--- src/rtl/imem_prog.sv ---
// imem_prog: run-time programmable instruction memory for the 8-bit CPU.
// Clears itself to NOP_WORD after reset. It then serves registered fetches
// with a latency of one cycle. Its contents can be replaced through a
// sequential load port that always starts at address 0.
//
// Ports:
//   clk, rst                      clock, synchronous active-high reset
//   fetch_en, fetch_addr          fetch request (0 = stall) and word address
//   instr, instr_valid            registered fetched word, valid in RUN only
//   load_start                    pulse that begins a load at address 0
//   load_valid, load_data         streamed program word
//   load_last                     marks the final word of the program
//   load_ready                    high while a load is in progress
//   load_count                    words written by the current or last load
//   busy                          high during CLEAR or LOAD
//   parity_err                    stored-parity mismatch on a valid fetch
//                                 (only present when IMEM_PARITY_EN is defined)
//
// Optional feature: define IMEM_PARITY_EN to store an even-parity bit per word
// and to add the parity_err output.
module imem_prog #(
    parameter int unsigned        INSTR_W  = 8,
    parameter int unsigned        ADDR_W   = 8,
    parameter int unsigned        DEPTH    = 256,
    parameter logic [INSTR_W-1:0] NOP_WORD = '0
) (
    input  logic               clk,
    input  logic               rst,
    input  logic               fetch_en,
    input  logic [ADDR_W-1:0]  fetch_addr,
    output logic [INSTR_W-1:0] instr,
    output logic               instr_valid,
    input  logic               load_start,
    input  logic               load_valid,
    input  logic [INSTR_W-1:0] load_data,
    input  logic               load_last,
    output logic               load_ready,
    output logic [ADDR_W:0]    load_count,
`ifdef IMEM_PARITY_EN
    output logic               parity_err,
`endif
    output logic               busy
);

    localparam int unsigned IDX_W = (DEPTH > 1) ? $clog2(DEPTH) : 1;
`ifdef IMEM_PARITY_EN
    localparam int unsigned WORD_W = INSTR_W + 1;
`else
    localparam int unsigned WORD_W = INSTR_W;
`endif

    typedef enum logic [1:0] {
        S_CLEAR = 2'd0,
        S_RUN   = 2'd1,
        S_LOAD  = 2'd2
    } state_t;

    state_t             state;
    logic [IDX_W-1:0]   ptr;        // shared by the clear and load sequences
    logic [WORD_W-1:0]  mem [DEPTH];

    logic               wr_en;
    logic [INSTR_W-1:0] wr_data;
    logic [WORD_W-1:0]  wr_word;
    logic               addr_ok;
    logic [WORD_W-1:0]  rd_word;
    logic               ptr_at_end;

    assign load_ready = (state == S_LOAD);
    assign busy       = (state != S_RUN);
    assign ptr_at_end = (ptr == IDX_W'(DEPTH - 1));

    // Addresses at or beyond DEPTH read as NOP_WORD.
    assign addr_ok = ((ADDR_W+1)'(fetch_addr) < (ADDR_W+1)'(DEPTH));
    assign rd_word = mem[IDX_W'(fetch_addr)];

    // Write port: CLEAR fills the memory with NOP_WORD, and LOAD writes each accepted word.
    assign wr_en   = !rst && ((state == S_CLEAR) || ((state == S_LOAD) && load_valid));
    assign wr_data = (state == S_CLEAR) ? NOP_WORD : load_data;
`ifdef IMEM_PARITY_EN
    assign wr_word = {^wr_data, wr_data};
`else
    assign wr_word = wr_data;
`endif

    always_ff @(posedge clk) begin
        if (wr_en) begin
            mem[ptr] <= wr_word;
        end
    end

    // Control FSM and registered fetch path.
    always_ff @(posedge clk) begin
        if (rst) begin
            state       <= S_CLEAR;
            ptr         <= '0;
            instr       <= NOP_WORD;
            instr_valid <= 1'b0;
            load_count  <= '0;
        end else begin
            case (state)
                S_CLEAR: begin
                    instr       <= NOP_WORD;
                    instr_valid <= 1'b0;
                    if (ptr_at_end) begin
                        ptr   <= '0;
                        state <= S_RUN;
                    end else begin
                        ptr <= ptr + IDX_W'(1);
                    end
                end
                S_RUN: begin
                    if (fetch_en) begin
                        instr       <= addr_ok ? rd_word[INSTR_W-1:0] : NOP_WORD;
                        instr_valid <= 1'b1;
                    end else begin
                        instr_valid <= 1'b0;
                    end
                    // A fetch in the same cycle as load_start is served above.
                    if (load_start) begin
                        state      <= S_LOAD;
                        ptr        <= '0;
                        load_count <= '0;
                    end
                end
                S_LOAD: begin
                    instr       <= NOP_WORD;
                    instr_valid <= 1'b0;
                    if (load_valid) begin
                        ptr        <= ptr + IDX_W'(1);
                        load_count <= load_count + (ADDR_W+1)'(1);
                        // If the last word reaches the end of memory, the load also ends there.
                        if (load_last || ptr_at_end) begin
                            state <= S_RUN;
                        end
                    end
                end
                default: begin
                    state <= S_CLEAR;
                    ptr   <= '0;
                end
            endcase
        end
    end

`ifdef IMEM_PARITY_EN
    // Parity flag, aligned with instr; it is zero whenever there is no valid in-range fetch.
    always_ff @(posedge clk) begin
        if (rst) begin
            parity_err <= 1'b0;
        end else begin
            parity_err <= (state == S_RUN) && fetch_en && addr_ok && (^rd_word);
        end
    end
`endif

endmodule

--- config.mk ---
export PLATFORM = sky130hd
export DESIGN_NAME = imem_prog
export DESIGN_NICKNAME = d
export VERILOG_FILES = /design/src/rtl/imem_prog.sv
export SDC_FILE = /design/constraint.sdc
export NUM_CORES = 2
export LEC_CHECK = 0
export ABC_AREA = 0
export CORE_AREA = 2 2 412 414
export DETAILED_ROUTE_END_ITERATION = 10
export DIE_AREA = 0 0 414 416
export HOLD_SLACK_MARGIN = 0.15
export PLACE_DENSITY = 0.64
export SLEW_MARGIN = 10
export SYNTH_ARGS = -nofsm -noshare
export SYNTH_HDL_FRONTEND = slang
export SYNTH_SLANG_ARGS = --single-unit
--- constraint.sdc ---
create_clock -name clk -period 15.6 [get_ports clk]
set_input_delay 3.12 -clock clk [delete_from_list [all_inputs] [get_ports clk]]
set_output_delay 3.12 -clock clk [all_outputs]
set_load 0.1 [all_outputs]
==> impl_metrics.py <==
metrics = {
    "status": {
        "status": "finished clean",
    },
    "yosys": {
        "yosysUniqueCellTypes": 77,
        "ys.flop_type": "edfxtp_1",
        "ys_ff_latch": 2076,
        "synth_edf_count": 2048,
        "synthArstFlopShare_pct": 0,
        "avgSynthCellArea_um2": 20.3,
        "syn_area_mm2": 0.0816,
        "synthCells": 4025,
        "synth_nets": 4052,
        "yosysWarnings": 0,
        "yosysSeqAreaShare_pct": 76.1,
    },
    "worst_setup_path": {
        "worst-setup-path-type": "input port to register",
        "required_ns": 16.40,
        "critical_path.endpoint_type": "register",
        "arrival_ns": 8.14,
        "path_max_fanout": 87,
        "start_kind": "input port",
        "worst_r2r_path_depth": 5,
    },
    "placed_design": {
        "port_buffers": 41,
        "place_hpwl_mm": 131,
        "place_ws_ns": 7.46,
        "routabilityCongestion": 0.857,
        "placed_cells": 6141,
    },
    "grt": {
        "grt_first_pass_wirelength_mm": 307,
        "grt_max_degree": 213,
        "antenna_found_initial": 10,
        "grt_pass1_vias": 40600,
        "overflow": 0,
        "gr-usage-all-layers_pct": 25.1,
    },
    "routing": {
        "drt_wl_total_mm": 217,
        "via_per_inst": 6.38,
        "via_count": 41500,
        "routedWlPerCell_um": 33.3,
        "ant_nets": 0,
        "drtIter0Drc": 5825,
        "drc": 0,
        "dr.pass1.iters": 6,
    },
    "pwr": {
        "vdd_drop_max_v": 0.000133,
        "internal_power_uw": 8830,
        "switchingPower_uw": 2350,
        "p_per_area_mw_per_mm2": 124,
        "combPwrFrac_pct": 4.0,
        "p_leak_uw": 0.0287,
        "clkPwrFrac_pct": 42.0,
        "seq_power_share_pct": 54.0,
        "power_switching_share_pct": 21.0,
    },
    "sta": {
        "min_period_over_period_pct": 47.0,
        "period_minus_slack_ns": 7.34,
        "hold_viol_final": 0,
        "setup_tns_ns": 0,
        "setup_viol": 0,
        "fin_skew_ns": 0.0319,
        "slew-limit-headroom_pct": 5.10,
        "maxSlewViolCount": 0,
        "worst_slew_pin_slew_ns": 1.39,
        "rsz0062_at_grt": "no",
        "fmax_ghz": 0.136,
        "setup_slack_ns": 8.26,
    },
    "cells_and_area": {
        "final_cells": 6505,
        "fillCellCount": 12900,
        "fin_nets": 4148,
        "mostFrequentLayoutCells": "edfxtp_1 (2048), mux4_2 (373), nor2_1 (323)",
        "area_growth_pct": 10.5,
        "multiInputGateArea_mm2": 0.0178,
        "final_common_cell": "edfxtp_1",
        "layout-drive-gt1-share_pct": 18.6,
        "regArea_mm2": 0.0621,
    },
    "min_path": {
        "min_path_type": "register to register",
        "whs_path_depth": 2,
    },
    "clocking": {
        "cts.repair.resized": 0,
        "cts.path.max_buffers": 3,
        "cts_root_buf": "clkbuf_16",
        "post-cts-setup-buffers": 0,
        "htreeDepth": 4,
        "cts_hold_buffers": 0,
        "cts_buffers": 196,
        "clock-sinks": 2076,
        "clk_latency_ns": 0.86,
        "clkTransAtPathRegs_ns": 0.06,
        "cts_tree": "done",
    },
    "floorplan": {
        "io_pins": 42,
        "rows": 151,
        "die_area_mm2": 0.172,
        "core_mm2": 0.168,
        "start_util_pct": 48.5,
        "die_y_um": 416,
        "die_w_um": 414,
    },
    "run": {
        "drv_cap": 0,
    },
}
critical path, stage by stage:
cell	delay (ns)
buf_8	0.47
buf_4	0.76
buf_12	0.55
buf_4	0.77
mux4_2	0.39
nor3_1	0.05
a311oi_1	0.51
a31oi_1	0.19
a2111oi_0	0.86
a221o_1	0.21
flip-flops by register name, indices dropped and copies added (netlist names):
register	flops
instr	8
load_count	9
instr_valid	1
state	2
mem	2048
ptr	8
synth_stat cells (12+ instances only):
library cell	count	area [µm²]
a211oi_1	21	158
nand4_1	13	81.3
nor4_1	16	100
a2111oi_0	29	254
and2_1	18	113
buf_2	54	270
buf_4	29	218
o21ai_0	29	145
edfxtp_1	2048	61500
nand2_1	113	424
mux4_2	373	8400
buf_12	13	260
o221ai_1	58	508
clkbuf_1	70	263
nor2_1	325	1220
nand3_1	31	155
nor3_1	38	190
buf_6	45	507
nor2b_1	20	125
mux2i_1	260	2600
a22oi_1	45	338
a21oi_1	63	315
dfxtp_1	28	561
o22ai_1	84	526
a31oi_1	12	75.1
buf_8	17	255
mux4_1	33	867
worst paths after layout:
check	to	startpoint	slack, ns
setup / recovery	instr[6]	fetch_addr[0]	8.26
hold reg to reg	load_count[7]	load_count[7]	0.52
hold / removal	load_count[7]	load_count[7]	0.52
setup reg to reg	mem[178][7]	state[0]	11.71
layer usage:
metal	part of all wire, %	vias to the layer above	track usage, %	wire, µm
met1	40	22000	35.8	87100
met5	0.023	-	0	49
li1	-	16900	-	-
met2	46	2176	38.1	99800
met3	10	425	6.09	21700
met4	3.8	8	9.02	8240
cells by family after synthesis:
logic type	share of synthesized area [%]
flops	76.1
fa+ha+maj	0.0767
mux	14.6
xor+xnor	0.0966
simple gates	3.36
compound gates	3.50
buf+inv	2.31
through the flow:
stage	hold WS (ns)	util (%)	power [µW]	instance area, µm²
after floorplan	0.532	-	6450	81600
after global placement	0.492	49.9	6600	83900
after detailed placement	0.496	49.9	6600	83900
after CTS	0.510	53.6	11200	90200
after global routing	0.526	53.6	11400	90200
final	0.516	53.6	11200	90200
power by group through the flow:
stage | logic (µW) | registers [µW] | clock network [µW]
final | 448 | 6040 | 4690
after detailed placement | 443 | 6160 | 0
after floorplan | 295 | 6160 | 0
after global routing | 460 | 6030 | 4950
after global placement | 441 | 6160 | 0
after CTS | 444 | 6040 | 4740
final cells by class:
type / instances / share of cell area (%)
timing repair buffer: 136 / 1.34
clock buffer: 253 / 5.73
multi-input combinational: 1703 / 19.7
antenna: 1 / 0.00278
inverter: 8 / 0.0389
tap: 2218 / 3.08
sequential: 2076 / 68.8
clock inverter: 110 / 1.23
Power figures use the tool's default switching activity.
